File: config.mk
export PLATFORM = sky130hd
export DESIGN_NAME = player_ctrl
export DESIGN_NICKNAME = d
export VERILOG_FILES = /design/src/rtl/player_ctrl.sv
export SDC_FILE = /design/constraint.sdc
export NUM_CORES = 1
export LEC_CHECK = 0
export CORE_AREA = 4 4 84 86
export DETAILED_ROUTE_END_ITERATION = 10
export DIE_AREA = 0 0 88 90
export PLACE_DENSITY = 0.73
export SLEW_MARGIN = 20
export SYNTH_ARGS = -nofsm -noshare
export SYNTH_HDL_FRONTEND = slang
export SYNTH_SLANG_ARGS = --single-unit
File: constraint.sdc
create_clock -name clk -period 4.2 [get_ports clk]
set_input_delay 0.63 -clock clk [delete_from_list [all_inputs] [get_ports clk]]
set_output_delay 0.63 -clock clk [all_outputs]
set_load 0.01 [all_outputs]
File: src/rtl/player_ctrl.sv
// Player ship controller: accelerating movement with clamp (or wrap when
// PLAYER_WRAP_EN is defined), fire cooldown arbitration and a hit/lives/respawn FSM.
module player_ctrl #(
    parameter int COORD_W       = 10,
    parameter int START_X       = 304,
    parameter int START_Y       = 440,
    parameter int MIN_X         = 0,
    parameter int MAX_X         = 608,
    parameter int STEP_MIN      = 1,
    parameter int STEP_MAX      = 4,
    parameter int ACCEL_FRAMES  = 8,
    parameter int FIRE_COOLDOWN = 30,
    parameter int LIVES         = 3,
    parameter int LIVES_W       = 3,
    parameter int DEATH_FRAMES  = 32,
    parameter int INVULN_FRAMES = 64
) (
    input  logic               clk,
    input  logic               rst,
    input  logic               frame,
    input  logic               left,
    input  logic               right,
    input  logic               fire,
    input  logic               shot_busy,
    input  logic               hit,
    output logic [COORD_W-1:0] player_x,
    output logic [COORD_W-1:0] player_y,
    output logic               fire_pulse,
    output logic [LIVES_W-1:0] lives,
    output logic               alive,
    output logic               visible,
    output logic               game_over,
    output logic [1:0]         dbg_state
);

    localparam int CW1     = COORD_W + 1;
    localparam int SPD_W   = $clog2(STEP_MAX + 1);
    localparam int HOLD_W  = (ACCEL_FRAMES > 1) ? $clog2(ACCEL_FRAMES) : 1;
    localparam int CD_W    = $clog2(FIRE_COOLDOWN + 1);
    localparam int TMR_MAX = (DEATH_FRAMES > INVULN_FRAMES) ? DEATH_FRAMES : INVULN_FRAMES;
    localparam int TMR_W   = ($clog2(TMR_MAX) < 3) ? 3 : $clog2(TMR_MAX);

    localparam logic [COORD_W-1:0] START_X_C  = COORD_W'(START_X);
    localparam logic [SPD_W-1:0]   STEP_MIN_C = SPD_W'(STEP_MIN);
    localparam logic [SPD_W-1:0]   STEP_MAX_C = SPD_W'(STEP_MAX);
    localparam logic [HOLD_W-1:0]  HOLD_TOP_C = HOLD_W'(ACCEL_FRAMES - 1);
    localparam logic [CD_W-1:0]    COOL_C     = CD_W'(FIRE_COOLDOWN);
    localparam logic [TMR_W-1:0]   DEATH_C    = TMR_W'(DEATH_FRAMES - 1);
    localparam logic [TMR_W-1:0]   INVULN_C   = TMR_W'(INVULN_FRAMES - 1);
    localparam logic [CW1-1:0]     MIN_X_E    = CW1'(MIN_X);
    localparam logic [CW1-1:0]     MAX_X_E    = CW1'(MAX_X);

    typedef enum logic [1:0] {
        ST_ALIVE     = 2'd0,
        ST_DYING     = 2'd1,
        ST_RESPAWN   = 2'd2,
        ST_GAME_OVER = 2'd3
    } state_t;

    // Direction encoding: bit0 = left, bit1 = right, 00 = none.
    state_t             state_q, state_d;
    logic [COORD_W-1:0] x_q, x_d;
    logic [LIVES_W-1:0] lives_q, lives_d;
    logic [SPD_W-1:0]   speed_q, speed_d;
    logic [HOLD_W-1:0]  hold_q, hold_d;
    logic [1:0]         dir_q, dir_d;
    logic [CD_W-1:0]    cool_q, cool_d;
    logic [TMR_W-1:0]   timer_q, timer_d;
    logic               hit_pend_q, hit_pend_d;
    logic               fire_pulse_q, fire_pulse_d;

    logic               can_act;
    logic [1:0]         dir_now;
    logic [CW1-1:0]     x_ext, spd_ext, lo_lim, sum_r;

    assign can_act = (state_q == ST_ALIVE) || (state_q == ST_RESPAWN);
    assign dir_now = {right & ~left, left & ~right};

    always_ff @(posedge clk or posedge rst) begin
        if (rst) begin
            state_q      <= ST_ALIVE;
            x_q          <= START_X_C;
            lives_q      <= LIVES_W'(LIVES);
            speed_q      <= STEP_MIN_C;
            hold_q       <= '0;
            dir_q        <= 2'b00;
            cool_q       <= '0;
            timer_q      <= '0;
            hit_pend_q   <= 1'b0;
            fire_pulse_q <= 1'b0;
        end else begin
            state_q      <= state_d;
            x_q          <= x_d;
            lives_q      <= lives_d;
            speed_q      <= speed_d;
            hold_q       <= hold_d;
            dir_q        <= dir_d;
            cool_q       <= cool_d;
            timer_q      <= timer_d;
            hit_pend_q   <= hit_pend_d;
            fire_pulse_q <= fire_pulse_d;
        end
    end

    always_comb begin
        state_d      = state_q;
        x_d          = x_q;
        lives_d      = lives_q;
        speed_d      = speed_q;
        hold_d       = hold_q;
        dir_d        = dir_q;
        cool_d       = cool_q;
        timer_d      = timer_q;
        hit_pend_d   = hit_pend_q;
        fire_pulse_d = 1'b0;
        x_ext        = {1'b0, x_q};
        spd_ext      = '0;
        lo_lim       = '0;
        sum_r        = '0;

        // A hit arriving on the very frame that consumes a pending hit is dropped:
        // the ship is already on its way to DYING.
        if (frame && hit_pend_q) begin
            hit_pend_d = 1'b0;
        end else if (hit && (state_q == ST_ALIVE)) begin
            hit_pend_d = 1'b1;
        end

        if (frame) begin
            if (fire && can_act && (cool_q == '0) && !shot_busy) begin
                fire_pulse_d = 1'b1;
                cool_d       = COOL_C;
            end else if (cool_q != '0) begin
                cool_d = cool_q - CD_W'(1);
            end

            if (can_act) begin
                dir_d = dir_now;
                if ((dir_now == 2'b00) || (dir_now != dir_q)) begin
                    speed_d = STEP_MIN_C;
                    hold_d  = '0;
                end else if (hold_q == HOLD_TOP_C) begin
                    hold_d  = '0;
                    speed_d = (speed_q < STEP_MAX_C) ? speed_q + SPD_W'(1) : speed_q;
                end else begin
                    hold_d = hold_q + HOLD_W'(1);
                end

                spd_ext = CW1'(speed_d);
                lo_lim  = MIN_X_E + spd_ext;
                sum_r   = x_ext + spd_ext;
                if (dir_now == 2'b01) begin
                    if (x_ext < lo_lim) begin
`ifdef PLAYER_WRAP_EN
                        x_d = COORD_W'(MAX_X_E - (lo_lim - CW1'(1) - x_ext));
`else
                        x_d = COORD_W'(MIN_X_E);
`endif
                    end else begin
                        x_d = COORD_W'(x_ext - spd_ext);
                    end
                end else if (dir_now == 2'b10) begin
                    if (sum_r > MAX_X_E) begin
`ifdef PLAYER_WRAP_EN
                        x_d = COORD_W'(MIN_X_E + (sum_r - MAX_X_E - CW1'(1)));
`else
                        x_d = COORD_W'(MAX_X_E);
`endif
                    end else begin
                        x_d = COORD_W'(sum_r);
                    end
                end
            end

            case (state_q)
                ST_ALIVE: begin
                    if (hit_pend_q) begin
                        lives_d = lives_q - LIVES_W'(1);
                        if (lives_d == '0) begin
                            state_d = ST_GAME_OVER;
                        end else begin
                            state_d = ST_DYING;
                            timer_d = DEATH_C;
                        end
                    end
                end
                ST_DYING: begin
                    if (timer_q == '0) begin
                        state_d = ST_RESPAWN;
                        x_d     = START_X_C;
                        speed_d = STEP_MIN_C;
                        hold_d  = '0;
                        dir_d   = 2'b00;
                        timer_d = INVULN_C;
                    end else begin
                        timer_d = timer_q - TMR_W'(1);
                    end
                end
                ST_RESPAWN: begin
                    if (timer_q == '0) begin
                        state_d = ST_ALIVE;
                    end else begin
                        timer_d = timer_q - TMR_W'(1);
                    end
                end
                default: ;
            endcase
        end
    end

    assign player_x   = x_q;
    assign player_y   = COORD_W'(START_Y);
    assign fire_pulse = fire_pulse_q;
    assign lives      = lives_q;
    assign alive      = can_act;
    assign visible    = (state_q == ST_DYING)   ? 1'b0 :
                        (state_q == ST_RESPAWN) ? timer_q[2] : 1'b1;
    assign game_over  = (state_q == ST_GAME_OVER);
    assign dbg_state  = state_q;

endmodule
==> parameters.txt, run 1 <==
Parameter                              Value

Setup path
  Cell at the slowest stage of the critical path ... or4_1
  Crit path largest cell delay ... 0.50 ns
  CP max FO ... 5
  Arrival time of data at the critical path endpoint ... 4.17 ns
  Crit path required time ... 4.40 ns
  Kind of start point of the critical path ... input port
  Type of the setup path with the least slack ... in2reg
  Dominant cell type by count on the critical path ... ha_1
  Ordered cell list for the critical path ... clkdlybuf4s50_1, inv_1, ha_1, xor2_1, nor3_2, nor2b_4, inv_2, ha_1, nand2b_2, a211oi_4, nand2_2, or4_1, o31a_1, nand2_4, buf_4, nand3b_1, a211oi_2
  Worst Setup End Kind ... flip-flop

Finish
  Share of final-layout standard cells stronger than drive strength 1 ... 0.132
  N_diodes ... 0
  Number of nets in the final layout ... 432
  Filler cell count ... 604
  Area growth, synth to finish ... 18.2%
  Final instance area ... 3480 um2

GRT
  Pin count of the biggest net entering global routing ... 37
  Overall Global Routing Usage ... 0.191
  First-pass GRT wire length ... 12,500 um
  Initial antenna violation count ... 0
  Global-route congestion overflow total ... 0
  Via count of the first global-routing pass ... 2,739

Clock tree
  Maximum clock insertion buffer count ... 2
  Post-CTS Resized ... 0
  Post-CTS Repair Setup Buffers ... 0
  Worst skew pair latency ... 0.28 ns
  Clock edge transition at the registers on the reported setup and hold paths ... 0.07 ns
  CTS HTree Levels ... 2
  Total CTS buffers ... 5
  TritonCTS clock tree ... built
  Total of hold buffers inserted after clock tree synthesis ... 0
  CTS root buf ... clkbuf_8
  Number of sinks handled by clock tree synthesis ... 36

Floorplan
  Initial Util ... 0.469
  Core outline area ... 6280 um2
  Height of the chip ... 90 um
  Width of the chip ... 88 um
  Die footprint ... 7920 um2
  Standard-cell rows ... 29
  I/O Pins ... 37

STA
  Final Cycle Share ... 0.946
  Number of hold violations in the final report ... 0
  Worst slew margin relative to its limit ... 0.520
  Minimum clock period ... 3.97 ns
  Worst setup skew after layout ... 0.00543 ns
  Post-route setup slack ... 0.228 ns
  Max-slew violation total from the final report ... 0
  Accumulated negative setup slack ... 0 ns
  Setup-failing EPs final ... 0
  Transition time at the pin with the least slew margin ... 0.720 ns
  F_max ... 0.252 GHz

Yosys
  Commonest register cell after synthesis ... dfrtp_1
  Distinct cell type count after synthesis ... 60
  Number of flops mapped to enable cells by yosys ... 0
  Gate count of the mapped netlist ... 367
  Sequential cell area fraction in the yosys report ... 0.309
  Async S/R FF share, synth ... 1.00
  Synthesized area divided by synthesized cell count ... 8.02 um2
  Synthesized area ... 2940 um2
  Post-synthesis register bit count ... 36
  Warning count from the yosys run ... 0

Placed design
  Final HPWL from detailed placement ... 5360 um
  Global placement routability congestion ... 0.846
  Placed Area ... 3340 um2
  Setup slack at placement ... -0.209 ns
  Count of input and output buffers ... 26

Drt
  Pre-antenna DRT Iters ... 4
  Vias ... 2,704
  DR WL/cell ... 15.0 um
  Initial DRC Count ... 258
  Routed Wire Length ... 7180 um
  Detailed-route DRC error count ... 0
  Antenna Nets Post-Route ... 0
  Vias per std cell ... 5.63

Flow run
  Max-Cap Viols ... 0

Pwr
  Clock power frac ... 0.110
  Part of the power in registers ... 0.293
  Sw Pwr ... 1.05 mW
  Leak Pwr ... 1.48 nW
  Cell Pwr Density ... 667 nW/um2
  Worst IR drop on VDD ... 483 uV
  Switching share of power ... 0.451
  Share of power burned in combinational logic ... 0.597
  Int Power ... 1.27 mW

Status
  Result of the run ... finished, final reports clean

Worst hold path
  Class of the tightest hold or removal check ... reg2reg
[cells in the mapped netlist (all sizes together) (2+ instances only)]
cell    count  area [um2]
xor2        5        43.8
inv        25        93.8
nand2      49         191
a211o       3        26.3
or3         3        18.8
fa          2        40.0
or4         3        22.5
o211ai      4        30.0
mux2i       4        40.0
buf        15         106
nor2b       6        37.5
ha         20         250
and3        4        25.0
o21bai      2        18.8
and2        3        18.8
a32o        3        30.0
a21o        2        15.0
clkbuf     14        52.6
a22oi       2        15.0
or2         2        12.5
a21oi      24         120
a22o        4        35.0
xnor2       9        78.8
dfrtp      30         751
o221ai      2        17.5
a31oi       4        25.0
o21ai      35         175
a211oi      7        57.6
nor4        2        12.5
o22a        2        17.5
nand3      13        65.1
o22ai       3        18.8
nand2b      4        25.0
nor2       17        63.8
conb        2        7.51
nand3b      2        15.0
nor3       13        65.1
dfstp       6         158
and4        2        17.5
[layout by cell type (no fill, tap or decap), drive strengths merged, types with 3 or more instances in the layout]
master / count
xor2: 5
nand2b: 4
a21oi: 24
nor2b: 6
a211oi: 7
dfstp: 6
inv: 25
o22ai: 3
nor3: 13
a22o: 4
and3: 4
o211ai: 4
mux2i: 4
xnor2: 9
or3: 3
nand2: 49
a32o: 3
clkbuf: 8
clkdlybuf4s50: 26
o21ai: 35
dfrtp: 30
nand3: 13
and2: 3
conb: 10
nor2: 17
a31oi: 4
or4: 3
a211o: 3
ha: 20
buf: 23
[routing by layer]
layer	GRT usage	wire length (um)	vias up
met5	0	0	-
met1	0.266	3330	1268
met2	0.293	3350	68
met4	0.0729	163	0
li1	-	-	1352
met3	0.0347	334	16
[flip-flops by register name, summed over array words and instances (netlist names)]
register and count:
dbg_state 2, hit_pend_q 1, player_x 10, hold_q 3
lives 3, speed_q 3, timer_q 6, cool_q 5
dir_q 2, fire_pulse 1
[worst max-delay path: cells and delay by family]
family                   cells  cell delay [ns]
XOR/XNOR                     1             0.15
adder cells (fa/ha/maj)      2             0.49
AND/OR/NAND/NOR              7             1.47
buffers and inverters        4             0.74
AO/OA/AOI/OAI                3             0.69
[final cells by class]
type | count | area, um2 | share of cell area
Multi-Input combinational cell | 284 | 1860 | 0.533
Sequential cell | 36 | 908 | 0.261
Timing Repair Buffer | 49 | 433 | 0.124
Inverter | 26 | 97.6 | 0.0280
Tap cell | 77 | 96.3 | 0.0277
Clock buffer | 8 | 90.1 | 0.0259
[kinds of logic after synthesis]
family	share of synthesized area
AND/OR/NAND/NOR	0.209
AO/OA/AOI/OAI	0.239
buffers and inverters	0.0871
flip-flops	0.309
adder cells (fa/ha/maj)	0.0986
XOR/XNOR	0.0416
multiplexers	0.0136
other	0.00255
[power by group through the flow]
| stage | combinational [mW] | sequential, mW | clock [mW] |
|---|---|---|---|
| after floorplan | 0.907 | 0.637 | 0 |
| after global placement | 1.31 | 0.677 | 0 |
| after detailed placement | 1.35 | 0.685 | 0 |
| after CTS | 1.36 | 0.679 | 0.264 |
| after global routing | 1.56 | 0.707 | 0.281 |
| final | 1.39 | 0.680 | 0.255 |
[worst paths after layout]
kind                          endpoint  cells past startpoint  slack [ns]      start
setup / recovery           player_x[7]                     17        0.23       left
hold / removal               cool_q[4]                      2        0.49  cool_q[4]
setup reg to reg           player_x[7]                     17        0.57  hold_q[0]
hold reg to reg              cool_q[4]                      2        0.49  cool_q[4]
max in group asynchronous   speed_q[0]                      3        3.08        rst
min in group asynchronous    cool_q[0]                      3        0.76        rst
[stage by stage]
step	std cells	power, mW	hold slack [ns]	util
2_1_floorplan	375	1.54	0.455	-
3_3_place_gp	472	1.99	0.472	0.533
3_5_place_dp	472	2.03	0.480	0.533
4_1_cts	480	2.30	0.495	0.547
5_1_grt	480	2.55	0.524	0.555
6_report	480	2.32	0.492	0.555
(Power assumes the default switching activity.)
==> run 2: changes to the inputs <==
- MAX_ROUTING_LAYER: default -> met4
==> run 2 against run 1 <==
Total power up 0.79%. Final cell count increased by 0.21%. Count of clock-buffer cells in the layout is the same. Routed wire length rose by 2.1%. Die area is the same. Register-to-register slack is essentially flat. Maximum frequency down 0.93%. Critical endpoint unchanged.
==> parameters.txt, run 2 (synthesized netlist as in run 1, its figures left out) <==
Parameter                              Value

Status
  Result of the run ... finished, final reports clean

Clock tree
  Maximum clock insertion buffer count ... 2
  TritonCTS clock tree ... built
  Total CTS buffers ... 5
  CTS HTree Levels ... 2
  Total of hold buffers inserted after clock tree synthesis ... 0
  Number of sinks handled by clock tree synthesis ... 36
  Clock edge transition at the registers on the reported setup and hold paths ... 0.07 ns
  Post-CTS Resized ... 0
  Post-CTS Repair Setup Buffers ... 0
  Worst skew pair latency ... 0.29 ns
  CTS root buf ... clkbuf_8

Drt
  Initial DRC Count ... 233
  DR WL/cell ... 15.2 um
  Vias per std cell ... 5.72
  Routed Wire Length ... 7330 um
  Antenna Nets Post-Route ... 0
  Detailed-route DRC error count ... 0
  Vias ... 2,753
  Pre-antenna DRT Iters ... 5

Setup path
  Ordered cell list for the critical path ... clkdlybuf4s50_1, inv_1, ha_1, xor2_1, nor3_2, nor2b_4, inv_2, ha_1, nand2b_2, a211oi_4, nand2_2, or4_1, o31a_1, nand2_4, buf_4, nand3b_1, a211oi_2
  CP max FO ... 5
  Source of the worst register-to-register timing path ... hold_q[0]
  Total number of cells along the worst setup path ... 17
  Reg-to-Reg End ... player_x[7]
  Worst Setup End Kind ... flip-flop
  Cell at the slowest stage of the critical path ... or4_1
  Kind of start point of the critical path ... input port
  Number of buffers and inverters on the critical path ... 4
  Cell family with the largest share of critical-path delay ... simple AND/OR/NAND/NOR gates
  Depth of the worst register-to-register path ... 17
  Crit path largest cell delay ... 0.51 ns
  Dominant cell type by count on the critical path ... ha_1
  Crit path required time ... 4.40 ns
  Arrival time of data at the critical path endpoint ... 4.21 ns
  Type of the setup path with the least slack ... in2reg
  Register-to-Register Setup Slack ... 0.56 ns

Placed design
  Final HPWL from detailed placement ... 5380 um
  Global placement routability congestion ... 0.850
  Placed Area ... 3350 um2
  Count of input and output buffers ... 26

Finish
  Final instance area ... 3490 um2
  N_diodes ... 0
  Filler cell count ... 597
  Area growth, synth to finish ... 18.6%
  Most common cell after layout, fill and taps aside ... nand2_1
  Share of the core filled with cells in the final layout ... 0.556
  Number of nets in the final layout ... 433
  Share of final-layout standard cells stronger than drive strength 1 ... 0.134
  Number of flip-flops under the largest register name ... 10
  Commonest non-fill, non-tap cells in the layout ... nand2_1, o21ai_0, dfrtp_1, clkdlybuf4s50_1, buf_4

STA
  Final Cycle Share ... 0.954
  Number of hold violations in the final report ... 0
  Max-slew violation total from the final report ... 0
  F_max ... 0.249 GHz
  Worst setup skew after layout ... 0.00778 ns
  Worst slew margin relative to its limit ... 0.530
  Minimum clock period ... 4.01 ns
  Setup-failing EPs final ... 0
  Transition time at the pin with the least slew margin ... 0.705 ns

GRT
  Via count of the first global-routing pass ... 2,706
  Global-route congestion overflow total ... 0
  Pin count of the biggest net entering global routing ... 37
  Overall Global Routing Usage ... 0.197
  Initial antenna violation count ... 0
  First-pass GRT wire length ... 12,700 um

Floorplan
  I/O Pins ... 37
  Height of the chip ... 90 um
  Core outline area ... 6280 um2
  Width of the chip ... 88 um
  Standard-cell rows ... 29
  Die footprint ... 7920 um2
  Initial Util ... 0.469

Pwr
  Worst IR drop on VDD ... 417 uV
  Leak Pwr ... 1.49 nW
  Cell Pwr Density ... 670 nW/um2
  Final total power ... 2.34 mW

Flow run
  Max-Cap Viols ... 0

Worst hold path
  Class of the tightest hold or removal check ... reg2reg
  Endpoint of the worst hold path ... lives[1]
  Launch instance of the worst min-delay path ... lives[1]
  Number of stages on the worst hold path ... 2
[run 2: power by group]
group / internal [mW] / leakage, nW / total, mW / switching (mW)
registers: 0.505 / 0.447 / 0.684 / 0.178
logic: 0.634 / 0.990 / 1.38 / 0.748
clock network: 0.150 / 0.0515 / 0.274 / 0.124
[run 2: how the worst max path moves through the flow]
stage | from | endpoint | slack (ns)
after floorplan | left | player_x[2] | 0.23
after global placement | left | player_x[0] | -0.14
after detailed placement | left | player_x[7] | -0.20
after CTS | left | player_x[7] | 0.07
after global routing | left | player_x[0] | -0.03
final | left | player_x[7] | 0.19
[run 2: per-stage QoR]
stage	worst slack [ns]	hold WS (ns)	TNS, ns	std cells
2_1_floorplan	0.232	0.455	0	375
3_3_place_gp	-0.143	0.472	-0.435	473
3_5_place_dp	-0.198	0.485	-0.846	473
4_1_cts	0.0750	0.498	0	481
5_1_grt	-0.0255	0.522	-0.0811	481
6_report	0.191	0.501	0	481
[run 2: final cells by class]
cell class | count | area [um2] | share of cell area
multi-input combinational | 284 | 1850 | 0.530
sequential | 36 | 908 | 0.260
timing repair buffer | 50 | 440 | 0.126
clock buffer | 8 | 100 | 0.0287
inverter | 26 | 97.6 | 0.0279
tap | 77 | 96.3 | 0.0276
[run 2: tightest hold or removal path, stage by stage, from the launching register on]
cell     delay [ns]
dfstp_2        0.38
nand2_1        0.05
o21ai_0        0.07
[run 2: per-layer routing]
metal / global-route usage / vias to the layer above / part of all wire
met3: 0.0293 / 11 / 0.058
met1: 0.269 / 1298 / 0.45
met2: 0.305 / 93 / 0.48
met4: 0.0524 / 0 / 0.013
li1: - / 1351 / -
met5: - / - / 0
